### src/rtl/udp_sched_pkg.sv
// Shared types and constants for the UDP FIFO burst scheduler.
package udp_sched_pkg;

   // Scheduler FSM states.
   typedef enum logic [1:0] {
      IDLE      = 2'd0,
      START     = 2'd1,
      XFER      = 2'd2,
      WAIT_DONE = 2'd3
   } sched_state_t;

   // Payload bytes carried by one FIFO read word.
   localparam int BYTES_PER_WORD = 2;

endpackage : udp_sched_pkg

### src/rtl/udp_fifo_burst_sched_flush_timer.sv
// Saturating idle counter that flags when a partial burst has waited long enough.
module flush_timer #(
   parameter int TIMER_WIDTH   = 16,
   parameter int FLUSH_TIMEOUT = 1000
) (
   input  logic clk,
   input  logic tb_rst,
   input  logic clr,
   input  logic inc,
   output logic expired
);

   localparam logic [TIMER_WIDTH-1:0] LIMIT = TIMER_WIDTH'(FLUSH_TIMEOUT);

   logic [TIMER_WIDTH-1:0] count_reg;

   // Count idle cycles; clear wins over increment, and the count parks at the limit.
   always_ff @(posedge clk or posedge tb_rst) begin
      if (tb_rst) begin
         count_reg <= '0;
      end else if (clr) begin
         count_reg <= '0;
      end else if (inc && (count_reg != LIMIT)) begin
         count_reg <= count_reg + 1'b1;
      end
   end

   assign expired = (count_reg == LIMIT);

endmodule : flush_timer

### src/rtl/udp_fifo_burst_sched.sv
// Read-side scheduler: launches a UDP frame per full (or timed-out partial)
// burst held in the FIFO and streams exactly that many words on tx_req.
module udp_fifo_burst_sched
   import udp_sched_pkg::*;
#(
   parameter int RD_DEPTH_WIDTH = 9,
   parameter int RD_DATA_WIDTH  = 16,
   parameter int BURST_WORDS    = 256,
   parameter int FLUSH_TIMEOUT  = 1000,
   parameter int TIMER_WIDTH    = 16
) (
   input  logic                      clk,
   input  logic                      tb_rst,
   input  logic                      enable,
   output logic                      fifo_rd_en,
   input  logic [RD_DATA_WIDTH-1:0]  fifo_rd_data,
   input  logic                      fifo_rd_empty,
   input  logic [RD_DEPTH_WIDTH:0]   fifo_rd_water_level,
   output logic                      tx_start_en,
   output logic [15:0]               tx_byte_num,
   input  logic                      tx_req,
   output logic [RD_DATA_WIDTH-1:0]  tx_data,
   output logic                      tx_data_vld,
   input  logic                      tx_done,
   output logic                      busy,
   output logic                      err
);

   localparam int LW = RD_DEPTH_WIDTH + 1;
   localparam logic [LW-1:0] BURST_LVL = LW'(BURST_WORDS);

   sched_state_t   state_reg, state_next;
   logic [LW-1:0]  len_reg;
   logic [LW-1:0]  cnt_reg;
   logic [15:0]    byte_num_reg;
   logic           start_reg;
   logic           vld_reg;
   logic           busy_reg;
   logic           err_reg;

   logic           full_lvl;
   logic           timer_expired;
   logic           timer_clr;
   logic           timer_inc;
   logic           trigger;
   logic [LW-1:0]  burst_len_next;
   logic           words_left;
   logic           rd_en_next;
   logic           err_next;

   // A full burst always takes precedence over a timed-out partial one.
   assign full_lvl       = (fifo_rd_water_level >= BURST_LVL);
   assign burst_len_next = full_lvl ? BURST_LVL : fifo_rd_water_level;
   assign trigger        = enable && (full_lvl || (timer_expired && !fifo_rd_empty));
   assign words_left     = (cnt_reg < len_reg);

   // Timer only runs while idling on a partial, non-empty FIFO.
   assign timer_clr = (state_reg != IDLE) || fifo_rd_empty;
   assign timer_inc = (state_reg == IDLE) && !fifo_rd_empty && !full_lvl;

   flush_timer #(
      .TIMER_WIDTH   (TIMER_WIDTH),
      .FLUSH_TIMEOUT (FLUSH_TIMEOUT)
   ) u_flush_timer (
      .clk     (clk),
      .tb_rst  (tb_rst),
      .clr     (timer_clr),
      .inc     (timer_inc),
      .expired (timer_expired)
   );

   // Next-state, combinational read enable and protocol-error detection.
   always_comb begin
      state_next = state_reg;
      rd_en_next = 1'b0;
      err_next   = 1'b0;
      case (state_reg)
         IDLE: begin
            if (trigger) state_next = START;
         end
         START: begin
            state_next = XFER;
         end
         XFER: begin
            if (tx_req && words_left && !fifo_rd_empty) rd_en_next = 1'b1;
            if (tx_req && words_left && fifo_rd_empty)  err_next   = 1'b1;
            if (tx_req && !words_left)                  err_next   = 1'b1;
            if (!words_left)                            state_next = WAIT_DONE;
         end
         WAIT_DONE: begin
            if (tx_req && !words_left) err_next   = 1'b1;
            if (tx_done)               state_next = IDLE;
         end
         default: begin
            state_next = IDLE;
         end
      endcase
      if (tx_done && (state_reg != WAIT_DONE)) err_next = 1'b1;
   end

   // State register plus registered status outputs.
   always_ff @(posedge clk or posedge tb_rst) begin
      if (tb_rst) begin
         state_reg <= IDLE;
         start_reg <= 1'b0;
         vld_reg   <= 1'b0;
         busy_reg  <= 1'b0;
         err_reg   <= 1'b0;
      end else begin
         state_reg <= state_next;
         start_reg <= (state_next == START);
         vld_reg   <= rd_en_next;
         busy_reg  <= (state_next != IDLE);
         err_reg   <= err_reg | err_next;
      end
   end

   // Burst length and byte count are captured as the burst is launched and held until the next one.
   always_ff @(posedge clk or posedge tb_rst) begin
      if (tb_rst) begin
         len_reg      <= '0;
         cnt_reg      <= '0;
         byte_num_reg <= '0;
      end else if ((state_reg == IDLE) && trigger) begin
         len_reg      <= burst_len_next;
         cnt_reg      <= '0;
         byte_num_reg <= 16'(burst_len_next) * 16'(BYTES_PER_WORD);
      end else if (rd_en_next) begin
         cnt_reg      <= cnt_reg + 1'b1;
      end
   end

   assign fifo_rd_en  = rd_en_next;
   assign tx_start_en = start_reg;
   assign tx_byte_num = byte_num_reg;
   assign tx_data_vld = vld_reg;
   // FIFO data arrives one cycle after the read; masked so idle data is zero.
   assign tx_data     = vld_reg ? fifo_rd_data : '0;
   assign busy        = busy_reg;
   assign err         = err_reg;

endmodule : udp_fifo_burst_sched

### config.mk
export PLATFORM = sky130hd
export DESIGN_NAME = udp_fifo_burst_sched
export DESIGN_NICKNAME = d
export VERILOG_FILES = /design/src/rtl/udp_sched_pkg.sv /design/src/rtl/udp_fifo_burst_sched_flush_timer.sv /design/src/rtl/udp_fifo_burst_sched.sv
export SDC_FILE = /design/constraint.sdc
export NUM_CORES = 1
export LEC_CHECK = 0
export CORE_ASPECT_RATIO = 0.5
export CORE_MARGIN = 1
export CORE_UTILIZATION = 50
export CTS_BUF_LIST = sky130_fd_sc_hd__clkbuf_8
export CTS_CLUSTER_DIAMETER = 60
export CTS_CLUSTER_SIZE = 25
export DETAILED_ROUTE_END_ITERATION = 8
export PLACE_DENSITY = 0.84
export SLEW_MARGIN = 20
export SYNTH_ARGS = -nofsm -noshare
export SYNTH_HDL_FRONTEND = slang
export SYNTH_SLANG_ARGS = --single-unit
### constraint.sdc
create_clock -name clk -period 2.9 [get_ports clk]
set_input_delay 0.58 -clock clk [delete_from_list [all_inputs] [get_ports clk]]
set_output_delay 0.58 -clock clk [all_outputs]
set_load 0.005 [all_outputs]
After elaboration in Yosys (flattened, before gate mapping)

Index checks and enable logic that the tools add are counted.

Reduce and logical (&&, ||, !) cells: 21
Eq/ne operators: 7
$mul: 0
Multiplexer cells: 17
Order comparisons: 2
Shift-type cells: 0
Bitwise gates (word level): 1
Div/mod/pow operators: 0
$add $sub $neg: 2

Operators with widths:

| operator                | number |
|---|---|
| $mux W16                | 3 |
| $mux W10                | 3 |
| $add A16 B1 Y16 const B | 1 |
| $eq A16 B10 Y1 const B  | 1 |
| $ne A16 B10 Y1 const B  | 1 |
| $logic_and A1 B1 Y1     | 11 |
| $add A10 B1 Y10 const B | 1 |
| $ge A10 B9 Y1 const B   | 1 |
| $lt A10 B10 Y1          | 1 |
| $pmux W2 S4             | 1 |
| $reduce_bool A2 Y1      | 4 |
| $mux W1                 | 6 |
| $mux W2                 | 3 |
| $eq A2 B1 Y1 const B    | 2 |
| $eq A2 B2 Y1 const B    | 2 |
| $logic_not A1 Y1        | 3 |
| $logic_not A2 Y1        | 1 |
| $logic_or A1 B1 Y1      | 2 |
| $ne A2 B2 Y1 const B    | 1 |
| $pmux W1 S2             | 1 |
| $or A1 B1 Y1            | 1 |

Output and inout bits: 37
Word-level logic and storage cells: 58
Bits in registers: 42
Bits in read-only memories: 0
Latch bits: 0
Input port bits: 32
Memories: 0
RAM bits: 0

Logic depth before layout (Yosys ltp)

Gate-level depths: netlist of run 1.

Depth after elaboration: 8
Gate-level depth with buffers: 9
Depth with buffers taken out: 8

By module

A second synthesis of run 1 with hierarchy kept.

Cell total of the unflattened synthesis: 267
Area total of the unflattened synthesis: 2456.1 sq um

By module, submodules not included:

| module               | sequential area each (sq um) | times used | area each (sq um) | cells each |
|---|---|---|---|---|
| udp_fifo_burst_sched | 650.6                        | 1          | 1566.5            | 175 |
| flush_timer          | 400.4                        | 1          | 889.6             | 92 |

Least setup slack after synthesis of run 1

Ideal clock, no wire load.

Path type: reg2out
Start: reg, netlist name tx_byte_num[8]
End: out fifo_rd_en
Buffers on the path: 1
Path slack: 0.625 ns
Stages on the path, launching flop included: 8
Arrival: 1.695 ns
Cells stage by stage: dfrtp_1 -> inv_1 -> ha_1 -> a211oi_1 -> nor2_1 -> a211o_1 -> clkbuf_1 -> nor3_1

RTL lines:

| item             | line                       | source |
|---|---|---|
| end: declaration | udp_fifo_burst_sched.sv:15 | `output logic fifo_rd_en,` |

Worst setup path after layout of run 1

Start: reg u_flush_timer.count_reg[0]
End: reg byte_num_reg[5] (netlist: tx_byte_num[5])

Word-level cells in the longest chain between the ends: 5

RTL lines:

| item                     | line                                   | source |
|---|---|---|
| start: declaration       | udp_fifo_burst_sched_flush_timer.sv:15 | `logic [TIMER_WIDTH-1:0] count_reg;` |
| start signal: assignment | udp_fifo_burst_sched_flush_timer.sv:24 | `count_reg <= count_reg + 1'b1;` |
| $eq A16 B10 Y1           | udp_fifo_burst_sched_flush_timer.sv:28 | `assign expired = (count_reg == LIMIT);` |
| $logic_and A1 B1 Y1      | udp_fifo_burst_sched.sv:54             | `assign trigger = enable && (full_lvl \|\| (timer_expired && !fifo_rd_empty));` |
| $logic_or A1 B1 Y1       | udp_fifo_burst_sched.sv:54             |  |
| $logic_and A1 B1 Y1      | udp_fifo_burst_sched.sv:54             |  |
| $logic_and A1 B1 Y1      | udp_fifo_burst_sched.sv:124            | `end else if ((state_reg == IDLE) && trigger) begin` |
| end signal: assignment   | udp_fifo_burst_sched.sv:127            | `byte_num_reg <= 16'(burst_len_next) * 16'(BYTES_PER_WORD);` |
| end: declaration         | udp_fifo_burst_sched.sv:35             | `logic [15:0] byte_num_reg;` |

No other way between the ends.
A chain may end at the register's enable or synchronous reset.

==> impl_metrics.tcl, run 1 <==
set metrics [dict create \
    grt.met3_usage 0.0356 \
    antenna_nets_post_route 0 \
    die_height_um 51.4 \
    yosysWarnings 0 \
    gr-usage-met1 0.300 \
    fin_crit_sh 0.851 \
    post-route-min-period_ps 2470 \
    power_per_cell_area_mw_per_mm2 652 \
    worst-endpoint-required_ps 3110 \
    final-setup-viol-count 0 \
    postSynthRegisterBits 42 \
    worstReg2RegStart "u_flush_timer.count_reg[0]" \
    number_of_enable_type_register_cells_in_the_synthesized_netlist 0 \
    ff2ff_setup_slack_ps 430 \
    syn_area_sq_mm 0.00244 \
    postSynth.asyncResetShare 1.00 \
    report.final.slew_viol_count 0 \
    layout.nets 367 \
    post-synth-top-count-cell "dfrtp_1" \
    met2_usage 0.416 \
    ctsLongestPathBuffers 2 \
    dr.first_iter.drc_count 116 \
    synthToLayoutAreaGrowth_pct 32.0 \
    detail_route.vias_per_cell 5.37 \
    critical_path.startpoint "u_flush_timer.count_reg[0]" \
    fmaxAchievable_mhz 405 \
    chipWidth_um 101 \
    max_cap_violations 0 \
    cts_root_buffer "clkbuf_8" \
    fp.coreArea_sq_mm 0.00453 \
    synth_sequential_area_ratio 0.431 \
    grt_first_pass_wirelength_um 9330 \
    ys_top_cells_by_area "dfrtp_1, ha_1, and2_1" \
    synthCells 260 \
    wire_per_inst_um 14.5 \
    finalHoldViolations 0 \
    yosysTopAreaCell "dfrtp_1" \
    dieArea_sq_mm 0.00518 \
    cts_tree "built" \
    io-pin-count 69 \
    initial_utilization 0.538 \
    cts_htree_levels 2 \
    route.detailed.drc 0 \
    path_category_of_the_worst_min_delay_check "reg2reg" \
    cp_max_fo 22 \
    fin_setup_tns_ps 0 \
    rsz0062_at_grt "false" \
    worst-setup-path-type "reg2reg" \
    placementRows 17 \
    grt_antenna_before_repair 0 \
    first_global_vias 2005 \
    portBuffers 62 \
    drt-total-wl_um 5670 \
    fin_skew_ps 11.6 \
    grt_most_used_layer "met2" \
    clkSinkCount 42 \
    grt_util_all_layers 0.233 \
    start_kind "flop" \
    routabilityCongestion 0.859 \
    synth_cell_type_count 46 \
    clk_latency_ps 290 \
    peakVddDrop_mv 0.378 \
    detailedPlacementHpwl_um 4210 \
    largest_register_ff_count 16 \
    synthesis.area_per_instance_sq_um 9.38 \
    placed_area_sq_mm 0.00309 \
    final_layout_size_suffix_gt1_frac 0.0833 \
    max_slew.worst_pin.slew_ps 543 \
    cellLeakagePower_nw 1.38 \
    final_core_util 0.710 \
    hold_path.startpoint "err" \
    cp-end-kind "flop" \
    grt_start_max_net_pins 43 \
    max-slew-margin-rel 0.638 \
    globalRouteOverflowTotal 0 \
    cts.hold.buffers_added 0 \
    via_count 2094 \
    total_clock_buffers_created_by_cts 5 \
    synth_top_cell_area_share 0.431 \
    worst_setup_hold_path_clk_slew_ps 90 \
    holdWs_ps 485 \
    antenna-diode-count 0 \
    synth-main-ff-cell "dfrtp_1" \
    post-route-cell-area_sq_mm 0.00322 \
    drt_pass1_iterations 4 \
    cp_data_arrival_time_ps 2680 \
    commonest_cells_in_the_netlist "dfrtp_1, nand2_1, nor2_1, and2_1, inv_1" \
    outcome "finished, final reports clean" \
]
==> kinds of logic (layout without fill, tap and decap cells) <==
group	after synthesis	count (layout)	synth area share
XOR/XNOR	13	13	0.0467
other	1	6	0.00154
buffers and inverters	32	91	0.0682
AO/OA/AOI/OAI	38	38	0.114
flip-flops	42	42	0.431
AND/OR/NAND/NOR	117	117	0.257
adder cells (fa/ha/maj)	12	12	0.0616
multiplexers	5	5	0.0205
==> routing by layer <==
metal,part of all wire,up-vias
met5,0,-
met4,0.0083,0
met3,0.025,6
met2,0.51,39
met1,0.46,1033
li1,-,1016
==> path summary, 6_finish.rpt <==
kind,to,cells past startpoint
max in group asynchronous,cnt_reg[3],3
max reg2reg,tx_byte_num[5],8
min in group asynchronous,u_flush_timer.count_reg[3],3
max,tx_byte_num[5],8
min reg2reg,err,2
min,err,2
==> metrics by stage <==
stage | total power, mW | worst slack, ps | std cells
6_report | 2.10 | 432 | 390
5_1_grt | 2.25 | 251 | 390
4_1_cts | 2.11 | 22.1 | 390
3_5_place_dp | 1.64 | 240 | 381
3_3_place_gp | 1.60 | 271 | 381
2_1_floorplan | 1.25 | 625 | 265
==> power breakdown <==
group | total, mW | internal [mW] | switching [mW]
combinational | 0.841 | 0.439 | 0.402
sequential | 0.804 | 0.697 | 0.107
clock | 0.455 | 0.254 | 0.201
==> cells in the final DEF (no fill, tap or decap), types with 5 or more instances in the layout <==
cell type,netlist,layout
a21oi_1,9,9
and2_1,16,16
buf_4,8,6
clkbuf_8,0,5
clkdlybuf4s50_1,0,61
conb_1,1,6
dfrtp_1,42,41
ha_1,12,12
inv_1,14,15
mux2i_1,5,5
nand2_1,25,25
nand3_1,12,12
nand4_1,10,10
nor2_1,23,23
o21ai_0,7,6
xnor2_1,5,5
xor2_1,8,8
==> cell type report <==
cell class,count,area [sq um]
Inverter,15,57.6
Clock buffer,5,68.8
Sequential cell,42,1050
Fill cell,331,1310
Multi-Input combinational cell,191,1250
Timing Repair Buffer,68,668
Tap cell,66,82.6
Clock inverter,3,41.3
==> critical path, cell delays in order, from the launching register on <==
cell and delay [ps]:
dfrtp_1 390, inv_1 130, ha_1 180, or4b_4 470, o41ai_4 450, nand2_2 220, clkinv_2 300, nand3_1 160
o21ai_2 80
==> timing repair <==
item                                    in CTS  in global routing
endpoints found under the setup margin       1                  1
pin swaps                                    0                  1
gates resized for setup                      1                  4
setup buffers                                1                  0
hold endpoints to repair                     0                  0
Note: power is estimated with default switching activity, not from simulation.
==> inputs of run 2 (changes only) <==
--- a/config.mk
+++ b/config.mk
@@ -12,6 +12,7 @@
 export CTS_CLUSTER_DIAMETER = 60
 export CTS_CLUSTER_SIZE = 25
 export DETAILED_ROUTE_END_ITERATION = 8
+export HOLD_SLACK_MARGIN = 0.1
 export PLACE_DENSITY = 0.84
 export SLEW_MARGIN = 20
 export SYNTH_ARGS = -nofsm -noshare
==> results of run 2 <==
Final layout, timing and power as in run 1 (identical DEF).
==> inputs of run 3 (changes only) <==
--- a/config.mk
+++ b/config.mk
@@ -6,7 +6,7 @@
 export NUM_CORES = 1
 export LEC_CHECK = 0
 export CORE_ASPECT_RATIO = 0.5
-export CORE_MARGIN = 1
+export CORE_MARGIN = 4
 export CORE_UTILIZATION = 50
 export CTS_BUF_LIST = sky130_fd_sc_hd__clkbuf_8
 export CTS_CLUSTER_DIAMETER = 60
@@ -14,6 +14,7 @@
 export DETAILED_ROUTE_END_ITERATION = 8
 export HOLD_SLACK_MARGIN = 0.1
 export PLACE_DENSITY = 0.84
+export SETUP_SLACK_MARGIN = 0.02
 export SLEW_MARGIN = 20
 export SYNTH_ARGS = -nofsm -noshare
 export SYNTH_HDL_FRONTEND = slang
==> run 3 against run 2 <==
Die area up 18%. Non-clock buffer count up 1. Utilization down 0.36 points. Fmax down 5.6%.
==> impl_metrics.tcl, run 3 (synthesis results as in run 1) <==
set metrics [dict create \
    outcome "finished, final reports clean" \
    layout_common_cells "clkdlybuf4s50_1, dfrtp_1, nand2_1" \
    antenna_nets_post_route 0 \
    grt_util_all_layers 0.210 \
    layout.nets 368 \
    cts_htree_levels 2 \
    drt_pass1_iterations 4 \
    clkSinkCount 42 \
    cp_data_arrival_time_ps 2030 \
    power_per_cell_area_mw_per_mm2 656 \
    fp.coreArea_sq_mm 0.00455 \
    timing.critical_path.cells "inv_1, ha_1, a211oi_1, nor2_1, a211o_1, nor3_2, dlygate4sd2_1" \
    finalHoldViolations 0 \
    cts_tree "built" \
    chipWidth_um 107 \
    start_kind "flop" \
    largest_register_ff_count 16 \
    max_slew.worst_pin.slew_ps 561 \
    clk_latency_ps 300 \
    cts.hold.buffers_added 0 \
    max_cap_violations 0 \
    met1_routed_length_um 2520 \
    globalRouteOverflowTotal 0 \
    synthToLayoutAreaGrowth_pct 31.9 \
    max-slew-margin-rel 0.616 \
    grt_start_max_net_pins 24 \
    dp_worst_slack_ps 208 \
    layout_commonest_cell "clkdlybuf4s50_1" \
    worst-endpoint-required_ps 2320 \
    path_category_of_the_worst_min_delay_check "reg2reg" \
    placementRows 17 \
    crit_path_top_delay_cell "dfrtp_1" \
    cp_max_fo 2 \
    rsz0062_at_grt "false" \
    post-route-min-period_ps 2610 \
    peakVddDrop_mv 0.468 \
    route.detailed.drc 0 \
    die_height_um 57.4 \
    layout.cells.non_filler 391 \
    fin_crit_sh 0.902 \
    total_clock_buffers_created_by_cts 5 \
    final.setup.worst_slack_ps 286 \
    placed_area_sq_mm 0.00310 \
    wl_met2_um 3040 \
    worst_setup_hold_path_clk_slew_ps 80 \
    detail_route.vias_per_cell 5.36 \
    fmaxAchievable_mhz 382 \
    placed_cells 382 \
    portBuffers 62 \
    ctsLongestPathBuffers 2 \
    finalPower_mw 2.11 \
    grt_antenna_before_repair 0 \
    fin_skew_ps 8.29 \
    wl_met3_um 179 \
    wire_per_inst_um 15.0 \
    dr.first_iter.drc_count 86 \
    cp-end-kind "primary output" \
    first_global_vias 2155 \
    report.final.slew_viol_count 0 \
    dr.max_layer_used "met4" \
    initial_utilization 0.536 \
    via_count 2094 \
    routabilityCongestion 0.835 \
    grt_first_pass_wirelength_um 10300 \
    antenna-diode-count 0 \
    detailedPlacementHpwl_um 4380 \
    cellLeakagePower_nw 1.38 \
    cts_root_buffer "clkbuf_8" \
    fin_setup_tns_ps 0 \
    dieArea_sq_mm 0.00613 \
    io-pin-count 69 \
    drt-total-wl_um 5870 \
    post-route-cell-area_sq_mm 0.00322 \
    critPathMaxStageDelay_ps 350 \
    worst-setup-path-type "reg2out" \
    final_layout_size_suffix_gt1_frac 0.0831 \
    final-setup-viol-count 0 \
]
[run 3: path summary, 6_finish.rpt]
kind                       slack [ps]                           to  cells past startpoint                  startpoint
setup / recovery                  290                   fifo_rd_en                      7              tx_byte_num[8]
hold / removal                    480                          err                      2                         err
setup reg to reg                  480               tx_byte_num[4]                      8  u_flush_timer.count_reg[0]
hold reg to reg                   480                          err                      2                         err
max in group asynchronous        2030  u_flush_timer.count_reg[11]                      3                      tb_rst
min in group asynchronous         620                  tx_start_en                      3                      tb_rst
[run 3: what timing repair did]
item / 4_1_cts / 5_1_grt
setup endpoints to repair: 1 / 0
setup buffers: 1 / 0
resized for setup: 2 / 0
[run 3: final cells by class]
class                   count  area, sq um
well taps                  66         82.6
clock buffers               5         68.8
fillers                   351         1340
clock inverters             3         40.0
flip-flops and latches     42         1050
repair buffers             69          672
multi-input cells         191         1240
inverters                  15         57.6
[run 3: metal layers]
metal  vias to the layer above  track usage
met1                      1020        0.258
li1                       1022            -
met2                        41        0.365
met3                        11       0.0407
met5                         -            0
met4                         0       0.0911
[run 3: where the power goes]
group,internal [mW],leakage (nW),switching [mW]
Sequential,0.696,0.562,0.110
Combinational,0.437,0.757,0.392
Clock,0.254,0.0579,0.220
Total,1.39,1.38,0.722
[run 3: worst max-delay path, delay by kind of cell (launching register included)]
family | cells | cell delay (ps)
compound gates | 2 | 470
fa+ha+maj | 1 | 310
flops | 1 | 350
buf+inv | 2 | 320
simple gates | 2 | 280
[run 3: metrics by stage]
| step | utilization | hold slack [ps] |
|---|---|---|
| after floorplan | - | 464 |
| after global placement | 0.680 | 461 |
| after detailed placement | 0.680 | 460 |
| after CTS | 0.707 | 479 |
| after global routing | 0.707 | 511 |
| final | 0.707 | 478 |
